## src/rtl/atm_pkg.sv

```systemverilog
// Shared definitions for the ATM transaction sequencer: operation codes,
// status codes and the sequencer state encoding.
package atm_pkg;

    // Operation requested by the front end
    typedef enum logic [1:0] {
        OP_QUERY = 2'b00,
        OP_DEP   = 2'b01,
        OP_WDR   = 2'b10,
        OP_ILL   = 2'b11
    } op_e;

    // Completion status reported alongside done
    typedef enum logic [1:0] {
        ERR_OK  = 2'b00,
        ERR_NSF = 2'b01,
        ERR_OVF = 2'b10,
        ERR_ILL = 2'b11
    } err_e;

    // Sequencer states, one transaction walks IDLE -> READ -> CHECK -> (WRITE) -> DONE
    typedef enum logic [2:0] {
        ST_IDLE  = 3'd0,
        ST_READ  = 3'd1,
        ST_CHECK = 3'd2,
        ST_WRITE = 3'd3,
        ST_DONE  = 3'd4
    } state_e;

endpackage

```

## src/rtl/atm_txn_alu.sv

```systemverilog
// Combinational balance arithmetic for one transaction. Given the current
// balance, operand and operation it produces the new balance, a status code
// and whether the result should be committed to the register file.
// Optional build macro: WDRAW_LIMIT_EN adds a per-transaction withdraw cap.
module atm_txn_alu
    import atm_pkg::*;
#(
    parameter int DATA_W = 32
`ifdef WDRAW_LIMIT_EN
    , parameter logic [DATA_W-1:0] MAX_WDRAW = 32'd500
`endif
)(
    input  logic [DATA_W-1:0] i_bal,
    input  logic [DATA_W-1:0] i_amount,
    input  op_e               i_op,
    output logic [DATA_W-1:0] o_result,
    output err_e              o_err,
    output logic              o_write
);

    logic [DATA_W:0] w_sum;
    logic            w_overLimit;

    assign w_sum = {1'b0, i_bal} + {1'b0, i_amount};

`ifdef WDRAW_LIMIT_EN
    assign w_overLimit = (i_amount > MAX_WDRAW);
`else
    assign w_overLimit = 1'b0;
`endif

    // Evaluate the operation; errors leave the balance untouched and suppress the write
    always_comb begin
        o_result = i_bal;
        o_err    = ERR_OK;
        o_write  = 1'b0;
        case (i_op)
            OP_QUERY: begin
                o_err = ERR_OK;
            end
            OP_DEP: begin
                if (w_sum[DATA_W]) begin
                    o_err = ERR_OVF;
                end else begin
                    o_result = w_sum[DATA_W-1:0];
                    o_write  = 1'b1;
                end
            end
            OP_WDR: begin
                if (w_overLimit) begin
                    o_err = ERR_ILL;
                end else if (i_amount > i_bal) begin
                    o_err = ERR_NSF;
                end else begin
                    o_result = i_bal - i_amount;
                    o_write  = 1'b1;
                end
            end
            default: begin
                o_err = ERR_ILL;
            end
        endcase
    end

endmodule

```

## src/rtl/atm_txn_sequencer.sv

```systemverilog
// Runs one account transaction at a time against the balance register file
// with a req/done handshake: latch request, read balance, check, optionally
// write back with a single-cycle write enable, then report status.
// Optional build macro: WDRAW_LIMIT_EN enables the MAX_WDRAW withdraw cap.
module atm_txn_sequencer
    import atm_pkg::*;
#(
    parameter int DATA_W = 32,
    parameter int N_ACCT = 16
`ifdef WDRAW_LIMIT_EN
    , parameter logic [DATA_W-1:0] MAX_WDRAW = 32'd500
`endif
)(
    input  logic                      clk,
    input  logic                      rst,
    input  logic                      req,
    input  logic [1:0]                op,
    input  logic [$clog2(N_ACCT)-1:0] acct,
    input  logic [DATA_W-1:0]         amount,
    output logic [$clog2(N_ACCT)-1:0] rf_sel,
    output logic                      rf_we,
    output logic [DATA_W-1:0]         rf_wdata,
    input  logic [DATA_W-1:0]         rf_rdata,
    output logic                      busy,
    output logic                      done,
    output logic [1:0]                err,
    output logic [DATA_W-1:0]         balance
);

    localparam int SEL_W = $clog2(N_ACCT);

    state_e              r_state;
    state_e              w_nextState;
    op_e                 r_op;
    logic [SEL_W-1:0]    r_sel;
    logic [DATA_W-1:0]   r_amount;
    logic [DATA_W-1:0]   r_bal;
    logic [DATA_W-1:0]   r_wdata;
    logic [DATA_W-1:0]   r_balance;
    err_e                r_err;

    logic [DATA_W-1:0]   w_aluResult;
    err_e                w_aluErr;
    logic                w_aluWrite;

    atm_txn_alu #(
        .DATA_W    (DATA_W)
`ifdef WDRAW_LIMIT_EN
        , .MAX_WDRAW (MAX_WDRAW)
`endif
    ) u_alu (
        .i_bal    (r_bal),
        .i_amount (r_amount),
        .i_op     (r_op),
        .o_result (w_aluResult),
        .o_err    (w_aluErr),
        .o_write  (w_aluWrite)
    );

    // State register; reset aborts any transaction, including a write in flight
    always_ff @(posedge clk or posedge rst) begin
        if (rst) begin
            r_state <= ST_IDLE;
        end else begin
            r_state <= w_nextState;
        end
    end

    // Next-state and state-decoded handshake/write strobes
    always_comb begin
        w_nextState = r_state;
        rf_we       = 1'b0;
        busy        = 1'b1;
        done        = 1'b0;
        case (r_state)
            ST_IDLE: begin
                busy = 1'b0;
                if (req) begin
                    w_nextState = ST_READ;
                end
            end
            ST_READ: begin
                w_nextState = ST_CHECK;
            end
            ST_CHECK: begin
                w_nextState = w_aluWrite ? ST_WRITE : ST_DONE;
            end
            ST_WRITE: begin
                rf_we       = 1'b1;
                w_nextState = ST_DONE;
            end
            ST_DONE: begin
                done        = 1'b1;
                w_nextState = ST_IDLE;
            end
            default: begin
                busy        = 1'b0;
                w_nextState = ST_IDLE;
            end
        endcase
    end

    // Operand latching, balance capture and result registers advanced by state
    always_ff @(posedge clk or posedge rst) begin
        if (rst) begin
            r_op      <= OP_QUERY;
            r_sel     <= '0;
            r_amount  <= '0;
            r_bal     <= '0;
            r_wdata   <= '0;
            r_balance <= '0;
            r_err     <= ERR_OK;
        end else begin
            case (r_state)
                ST_IDLE: begin
                    if (req) begin
                        r_op     <= op_e'(op);
                        r_sel    <= acct;
                        r_amount <= amount;
                    end
                end
                ST_READ: begin
                    r_bal <= rf_rdata;
                end
                ST_CHECK: begin
                    if (w_aluWrite) begin
                        r_wdata <= w_aluResult;
                    end else begin
                        r_balance <= r_bal;
                        r_err     <= w_aluErr;
                    end
                end
                ST_WRITE: begin
                    r_balance <= r_wdata;
                    r_err     <= ERR_OK;
                end
                default: begin
                end
            endcase
        end
    end

    assign rf_sel   = r_sel;
    assign rf_wdata = r_wdata;
    assign err      = r_err;
    assign balance  = r_balance;

endmodule

```

## config.mk

```make
export PLATFORM = sky130hd
export DESIGN_NAME = atm_txn_sequencer
export DESIGN_NICKNAME = d
export VERILOG_FILES = /design/src/rtl/atm_pkg.sv /design/src/rtl/atm_txn_alu.sv /design/src/rtl/atm_txn_sequencer.sv
export SDC_FILE = /design/constraint.sdc
export NUM_CORES = 1
export LEC_CHECK = 0
export ABC_AREA = 1
export CAP_MARGIN = 25
export CORE_ASPECT_RATIO = 0.9
export CORE_MARGIN = 4
export CORE_UTILIZATION = 32
export DETAILED_ROUTE_END_ITERATION = 7
export SYNTH_ARGS = -nofsm -noshare
export SYNTH_HDL_FRONTEND = slang
export SYNTH_HIERARCHICAL = 1
export SYNTH_SLANG_ARGS = --single-unit
```

## constraint.sdc

```tcl
create_clock -name clk -period 6.1 [get_ports clk]
set_input_delay 1.525 -clock clk [delete_from_list [all_inputs] [get_ports clk]]
set_output_delay 1.525 -clock clk [all_outputs]
set_load 0.005 [all_outputs]
```

==> impl_metrics.json <==
{
  "clock-sinks": 139,
  "diodes": 0,
  "die_y_um": 193,
  "start_kind": "flop",
  "synth-edff-count": 0,
  "dieWidth_um": 213,
  "worst_pin_slew_ps": 863,
  "vias": 12300,
  "cts_tree": "yes",
  "crit_path_frequent_cell": "nand2_1",
  "fmax_ghz": 0.236,
  "grt_usage_pct": 21.0,
  "grt-ovfl-total": 0,
  "synthTopCellsByArea": "dfrtp_1 (29%), nand2_1 (24%), inv_1 (11%)",
  "finalWorstSetupSlack_ps": 1860,
  "skew_ps": 11.9,
  "drcViolationCount": 0,
  "clkLatencyLatePin_ps": 430,
  "grt_max_degree": 107,
  "cp_data_arrival_time_ps": 4610,
  "initial_core_util_pct": 32.5,
  "io_buffer_count": 145,
  "period_needed_ps": 4240,
  "reg2reg_slack_ps": 1860,
  "place_ws_ps": 1910,
  "cpPeakStageDelay_ps": 600,
  "cts_setup_buffers": 0,
  "synthArstFlopShare_pct": 100,
  "endpoint": "balance[2]$_DFFE_PP0P_",
  "path_depth": 13,
  "setup_tns_ps": 0,
  "cts_hold_buf": 0,
  "gp_congestion": 0.942,
  "critPathMaxFanout": 36,
  "crit_buf_inv": 2,
  "setup_viol": 0,
  "max-cap-violations": 0,
  "slew_viol_final": 0,
  "cp.required_ps": 6470,
  "maxSlewHeadroom_pct": 41.8,
  "final_cell_mix": "nand2_1 (785), inv_1 (370), nand3_1 (151), clkdlybuf4s50_1 (145), dfrtp_1 (139)",
  "yosys.area.top_type_share_pct": 28.6,
  "grt_pass1_wl_um": 67400,
  "status": "finished, final reports clean",
  "rsz0062_at_grt": "false",
  "routedWlPerCell_um": 16.7,
  "area_growth_pct": 18.3,
  "cp-end-kind": "flop",
  "critical_path_class": "reg2reg",
  "synth-seq-area-share_pct": 28.6,
  "dieArea_um2": 41200,
  "synth_cell_type_count": 39,
  "cp_top_family": "simple AND/OR/NAND/NOR gates",
  "post-route-util_pct": 38.5,
  "syn_inst": 1973,
  "antenna_found_initial": 0,
  "nets": 2217,
  "finalCritPeriodShare_pct": 69.4,
  "avgSynthCellArea_um2": 6.16,
  "synth_flop_cell": "dfrtp_1",
  "numCtsBuffers": 17,
  "final_common_cell": "nand2_1",
  "place_inst": 2537,
  "reg2reg_to": "balance[2]$_DFFE_PP0P_",
  "via_per_inst": 4.77,
  "core-area_um2": 37400,
  "synth-seq-cells": 139,
  "r2r_start": "r_bal[21]$_DFFE_PP0N_",
  "num_io_pins": 146,
  "reg2regPathDepth": 13,
  "h-tree-depth": 4,
  "routed_wl_um": 42900,
  "worst_hold_path_type": "reg2reg",
  "ys_warn_count": 6,
  "cts_resized": 0,
  "hpwl_um": 34100,
  "rows": 67,
  "grt_pass1_vias": 12000,
  "clock_path_buffers": 2,
  "synth.largest_area_cell": "dfrtp_1",
  "cp_slowest_cell": "ha_1",
  "hold_viol": 0,
  "detail_route.first_pass.iterations": 6,
  "ant_nets": 0,
  "fin_cells": 2570,
  "crit_chain": "ha_1 -> o21ai_0 -> a21oi_1 -> nand2_1 -> a21oi_4 -> nand3_1 -> a21oi_1 -> inv_1 -> nor2_8 -> nor2_8 -> inv_2 -> nand2_1 -> nand2_1",
  "drt_iter0_markers": 1099,
  "root_buffer": "clkbuf_16",
  "clk_pin_slew_ps": 60,
  "crit_start": "r_bal[21]$_DFFE_PP0N_",
  "drive_above_1_share_pct": 4.84,
  "synth_nets": 2116,
  "syn_area_um2": 12200
}
Yosys cell counts, types with 2 or more instances:
library cell and instances:
nor3_1 6, inv_1 371, nand3_1 151, buf_4 17, inv_2 12, nand4_1 13, nand2_4 5, xnor2_1 3
buf_2 26, and2_1 3, a21oi_2 6, xor2_1 27, nor2_8 5, ha_1 68, nor3_2 3, dfrtp_1 139
nand3b_1 3, fa_1 2, a21oi_1 68, nor2_4 3, nand3_2 2, o22ai_1 11, o21ai_0 46, a21oi_4 3
nand2_1 785, nor2_2 8, and2_4 2, o21bai_1 5, nor2_1 126, clkbuf_1 6, buf_6 20, nand2_2 11
o21ai_1 11
worst register-to-register path: cells and delay by family (launching register included):
family	cells	cell delay [ps]
AND/OR/NAND/NOR	6	1420
AO/OA/AOI/OAI	4	1070
buffers and inverters	2	640
adder cells (fa/ha/maj)	1	600
flip-flops	1	450
cell type report:
type | count | area (um2)
clock inverters | 13 | 163
inverters | 385 | 1450
repair buffers | 152 | 1520
flip-flops and latches | 139 | 3480
multi-input cells | 1379 | 6730
well taps | 483 | 604
clock buffers | 19 | 443
fillers | 4089 | 23000
cells by family (layout without fill, tap and decap cells):
| logic type | count (synthesis) | count (layout) | synth area share, % |
|---|---|---|---|
| DFF | 139 | 139 | 28.6 |
| and+or+nand+nor | 1128 | 1128 | 38.9 |
| buffers and inverters | 455 | 569 | 16.1 |
| AOI/OAI and AO/OA | 151 | 151 | 6.91 |
| adders and majority gates | 70 | 70 | 7.33 |
| xor gates and xnor gates | 30 | 30 | 2.16 |
stage by stage:
stage / instance area, um2 / hold WS [ps]
2_1_floorplan: 12200 / 473
3_3_place_gp: 13800 / 467
3_5_place_dp: 13800 / 469
4_1_cts: 14400 / 487
5_1_grt: 14400 / 510
6_report: 14400 / 482
worst min-delay path by stage:
stage / from / endpoint / slack (ps) / cells past startpoint
2_1_floorplan: balance[0]$_DFFE_PP0P_ / balance[0]$_DFFE_PP0P_ / 470 / 2
3_3_place_gp: rf_sel[3]$_DFFE_PP0P_ / rf_sel[3]$_DFFE_PP0P_ / 470 / 2
3_5_place_dp: balance[12]$_DFFE_PP0P_ / balance[12]$_DFFE_PP0P_ / 470 / 2
4_1_cts: balance[13]$_DFFE_PP0P_ / balance[13]$_DFFE_PP0P_ / 490 / 2
5_1_grt: balance[29]$_DFFE_PP0P_ / balance[29]$_DFFE_PP0P_ / 510 / 2
6_report: balance[29]$_DFFE_PP0P_ / balance[29]$_DFFE_PP0P_ / 480 / 2
sequential cells by signal, summed over array words and instances, names as in the netlist:
register,flops
err,2
r_bal,32
r_state,3
rf_wdata,32
rf_sel,4
balance,32
r_op,2
r_amount,32
metal layers:
metal	routed length [um]	track usage, %	up-vias
met3	2660	2.91	45
met5	0	0	-
li1	-	-	6122
met1	21600	32.4	5675
met4	731	4.92	0
met2	17900	31.1	412
Power is not shown: default switching activity piles up to over one toggle a cycle in this logic, so the estimate is an artifact.
==> RTL edit 1 (same flow settings) <==
The parameter `N_ACCT` goes from 16 to 32.
--- a/src/rtl/atm_txn_sequencer.sv
+++ b/src/rtl/atm_txn_sequencer.sv
@@ -8,3 +8,3 @@
     parameter int DATA_W = 32,
-    parameter int N_ACCT = 16
+    parameter int N_ACCT = 32
 `ifdef WDRAW_LIMIT_EN
Ports: changed (resized acct and rf_sel); port bits go from 146 to 148. The function was not compared with the original's and may differ.
==> RTL edit 1 against the original RTL <==
Via count down 0.27%. Setup slack got worse by 0.041 ns. Area after synthesis barely moved. Routed wire length fell by 0.71%. Final area increased by 0.41%. Sequential cell count is 1 higher. Core utilization up 0.16 points.
Power is not shown: default switching activity piles up to over one toggle a cycle in this logic, so the estimate is an artifact.
==> RTL edit 1: results (changes against the original RTL) <==
[metrics] gp weighted congestion: 0.951 (+0.98%)
[metrics] area share of fa/ha/maj cells after synthesis: 0.0733 (about the same)
[metrics] count of TritonRoute iterations in the first routing pass: 8 (+2)
[metrics] fraction of the mapped netlist area in compound gates: 0.0690 (-0.000163)
[metrics] slew at the pin closest to its max-slew limit: 0.707 ns (-0.156 ns)
[metrics] CTS H-Tree Depth: 4 (unchanged)
[metrics] vias in the first global route: 11724 (-2.2%)
[metrics] portion of the post-synthesis area used by sequential elements: 0.288 (+0.00224)
[metrics] filler cell count: 4040 (-1.2%)
[metrics] wire length of the first global-routing pass: 67200 um (-0.26%)
[metrics] layout multi-input combinational cell count: 1381 (+0.15%)
[metrics] total of plain and repair buffers excluding clock buffers: 155 (+2.0%)
[metrics] main area contributors after synthesis: sky130_fd_sc_hd__dfrtp_1 29%, sky130_fd_sc_hd__nand2_1 24%, sky130_fd_sc_hd__inv_1 11%
[metrics] Routed Wire Length: 42600 um (-0.71%)
[metrics] Buffers on Ports: 147 (+1.4%)
[metrics] Worst Setup SP: r_bal[25]
[metrics] area of the multi-input gates: 0.00673 mm^2 (about the same)
[metrics] most instantiated cells after synthesis: 786 x sky130_fd_sc_hd__nand2_1, 372 x sky130_fd_sc_hd__inv_1, 151 x sky130_fd_sc_hd__nand3_1
[metrics] R2R setup slack: 1.82 ns (-0.04 ns)
[metrics] maximum number of pins on one net before global-route repair: 102 (-4.7%)
[metrics] buffer share of cell area: 0.107 (+0.00147)
[metrics] clk_skew: 0.0106 ns (-0.00125 ns)
[metrics] r2r endpoint: balance[3]
[metrics] Inserted Diodes: 0 (unchanged)
[metrics] Clock buffers and inverters, area share: 0.0420 (-0.0000847)
[metrics] GRT Overall Usage: 0.210 (about the same)
[metrics] flip-flop and latch share of the layout cell area: 0.242 (+0.000748)
[metrics] largest fanout on the critical path: 36 (unchanged)
[metrics] sequential cells: 140 (+0.72%)
[metrics] depth of the worst register-to-register path: 17 (+4)
[metrics] first-iteration detailed-routing DRC count: 1041 (-5.3%)
[metrics] worst min-delay path endpoint: balance[18]
[metrics] Worst Path Arrival: 4.65 ns (+0.04 ns)
[metrics] via count normalized by instance count: 4.74 (-0.54%)
[metrics] number of nets in the layout: 2225 (+0.36%)
[metrics] half-perimeter wire length after detailed placement: 34400 um (+0.84%)
[metrics] fraction of final layout cells sized beyond drive strength 1: 0.0478 (-0.000639)
[metrics] nonclk inv count: 386 (+0.26%)
[metrics] run status: completed
[metrics] nets in the synthesized netlist: 2121 (+0.24%)
[metrics] startpoint of the lowest-slack hold path: balance[18]
[metrics] xor/xnor cell area share of the yosys netlist: 0.0216 (about the same)
==> RTL edit 1: cell types whose count changed after synthesis, sizes merged <==
cell    delta
buf        -1
clkbuf     +1
dfrtp      +1
inv        +1
nand2      +1
o21ai      +1
==> RTL edit 1: metrics by stage <==
stage / hold slack [ns] / area [um^2] / utilization / setup WS, ns / std cells
floorplan: 0.473 / 12200 / - / 0.822 / 1977
global placement: 0.467 / 13800 / 0.369 / 1.96 / 2544
detailed placement: 0.464 / 13800 / 0.369 / 1.89 / 2544
CTS: 0.486 / 14400 / 0.386 / 1.90 / 2576
global route: 0.512 / 14400 / 0.386 / 1.44 / 2577
finish: 0.487 / 14400 / 0.386 / 1.82 / 2577
==> RTL edit 1: layer usage <==
metal,wire length [um],part of all wire,up-vias,GRT usage
met4,508,0.012,0,0.0394
li1,-,-,6147,-
met3,2550,0.060,25,0.0327
met5,0,0,-,0
met1,21700,0.51,5683,0.326
met2,17800,0.42,366,0.310
==> RTL edit 2 (same flow settings) <==
Without the edit above. Re-encode `state_e` (5 states) as one-hot, 5 bits wide.
--- a/src/rtl/atm_pkg.sv
+++ b/src/rtl/atm_pkg.sv
@@ -21,8 +21,8 @@
     // Sequencer states, one transaction walks IDLE -> READ -> CHECK -> (WRITE) -> DONE
-    typedef enum logic [2:0] {
-        ST_IDLE  = 3'd0,
-        ST_READ  = 3'd1,
-        ST_CHECK = 3'd2,
-        ST_WRITE = 3'd3,
-        ST_DONE  = 3'd4
+    typedef enum logic [4:0] {
+        ST_IDLE  = 5'b00001,
+        ST_READ  = 5'b00010,
+        ST_CHECK = 5'b00100,
+        ST_WRITE = 5'b01000,
+        ST_DONE  = 5'b10000
     } state_e;
Behaviour: no difference found for any inputs over 4 cycles, from zero or initial values and one cycle with rst high; so few cycles prove little.
==> RTL edit 2 against the original RTL <==
Die area is 0.12% lower. Sequential cell count is 2 higher. Area after synthesis is 0.12% lower. Largest cell class unchanged. Routed wire length is 6.5% higher. First-iteration DRC count is 17% lower. Setup slack worse by 0.15 ns. Critical path type unchanged. Final area hardly changed. Fmax is 3.3% lower. Synthesized cell count is 0.91% higher. Critical endpoint is now rf_wdata[12]. Global-route usage is 1.4 points higher. Highest routed layer unchanged.
==> RTL edit 2: results (changes against the original RTL) <==
[metrics] run status: completed
[metrics] wire length of the first global-routing pass: 70700 um (+4.9%)
[metrics] total sequential power: 1.94 mW
[metrics] GRT Overall Usage: 0.225 (+0.0144)
[metrics] main area contributors after synthesis: sky130_fd_sc_hd__nand2_1 31%, sky130_fd_sc_hd__dfrtp_1 29%, sky130_fd_sc_hd__inv_1 8.3%
[metrics] met2 layer usage reported by global route: 0.357 (+0.0465)
[metrics] length of routed wiring on met1: 21500 um (-0.79%)
[metrics] met1 global-route usage: 0.316 (-0.00824)
[metrics] clk_skew: 0.0115 ns (-0.000382 ns)
[metrics] first-iteration detailed-routing DRC count: 908 (-17%)
[metrics] fraction of final layout cells sized beyond drive strength 1: 0.0500 (+0.00158)
[metrics] Power per Cell Area: 679 mW/mm^2
[metrics] Buffers on Ports: 145 (unchanged)
[metrics] nets in the synthesized netlist: 2134 (+0.85%)
[metrics] Worst Path Arrival: 4.78 ns (+0.17 ns)
[metrics] clock latency of the later-clocked register in the worst-skew pair: 0.46 ns (+0.03 ns)
[metrics] gp weighted congestion: 0.984 (+4.5%)
[metrics] slew at the pin closest to its max-slew limit: 0.954 ns (+0.0906 ns)
[metrics] total setup buffers inserted after CTS: 0 (unchanged)
[metrics] metal2 WL: 20300 um (+14%)
[metrics] GRT met3 Usage: 0.0416 (+0.0125)
[metrics] Placed Instance Area: 0.0138 mm^2 (+0.38%)
[metrics] number of nets in the layout: 2231 (+0.63%)
[metrics] largest fanout on the critical path: 33 (-8.3%)
[metrics] dominant delay contributor by cell family on the critical path: compound AO/OA/AOI/OAI gates
[metrics] most instantiated cells after synthesis: 987 x sky130_fd_sc_hd__nand2_1, 270 x sky130_fd_sc_hd__inv_1, 140 x sky130_fd_sc_hd__dfrtp_1
[metrics] portion of the post-synthesis area used by sequential elements: 0.291 (+0.00458)
[metrics] total vias in the final route: 12444 (+1.6%)
[metrics] met3 routed WL: 2950 um (+11%)
[metrics] Routed Wire Length: 45700 um (+6.5%)
[metrics] slowest CP cell: sky130_fd_sc_hd__a21oi_1
[metrics] Sw Ratio: 0.568
[metrics] part of the total power dissipated in the clock network: 0.110
[metrics] half-perimeter wire length after detailed placement: 35900 um (+5.2%)
[metrics] maximum number of pins on one net before global-route repair: 69 (-36%)
[metrics] crit-path max cell delay: 0.58 ns (-0.02 ns)
## RTL edit 2: cell types whose count changed in the layout (fill, tap and decap cells not counted), sizes merged, moves of 2 or more
cell and delta:
a21oi -32, clkbuf +2, inv -98, nand2 +201, nand3 -28, nand4 +34
nor2 -28, o21ai -38
## RTL edit 2: kinds of logic (layout without fill, tap and decap cells)
group | after synthesis | in the layout | synth area share
buffers and inverters | 363 | 473 | 0.127
DFF | 141 | 141 | 0.291
and+or+nand+nor | 1307 | 1307 | 0.448
AOI/OAI and AO/OA | 80 | 80 | 0.0391
xor gates and xnor gates | 30 | 30 | 0.0216
adders and majority gates | 70 | 70 | 0.0733
## RTL edit 2: path summary, 6_finish.rpt
kind | from | end | slack, ns | cells past startpoint
setup / recovery | r_bal[21] | rf_wdata[12] | 1.72 | 12
hold / removal | rf_sel[2] | rf_sel[2] | 0.48 | 2
setup reg to reg | r_bal[21] | rf_wdata[12] | 1.72 | 12
hold reg to reg | rf_sel[2] | rf_sel[2] | 0.48 | 2
max in group asynchronous | rst | r_amount[17] | 3.55 | 3
min in group asynchronous | rst | balance[16] | 1.49 | 2
## RTL edit 2: layout make-up
type | instances | area (um^2)
clock buffers | 21 | 450
clock inverters | 11 | 134
fillers | 4188 | 23000
inverters | 288 | 1090
multi-input cells | 1487 | 7080
flip-flops and latches | 141 | 3530
well taps | 483 | 604
repair buffers | 153 | 1510
## RTL edit 2: metrics by stage
| stage | cells | util | setup slack, ns |
|---|---|---|---|
| after detailed placement | 2552 | 0.369 | 1.71 |
| after CTS | 2584 | 0.385 | 1.70 |
| after floorplan | 1991 | - | 0.795 |
| after global placement | 2552 | 0.369 | 1.73 |
| final | 2584 | 0.385 | 1.72 |
| after global routing | 2584 | 0.385 | 1.33 |
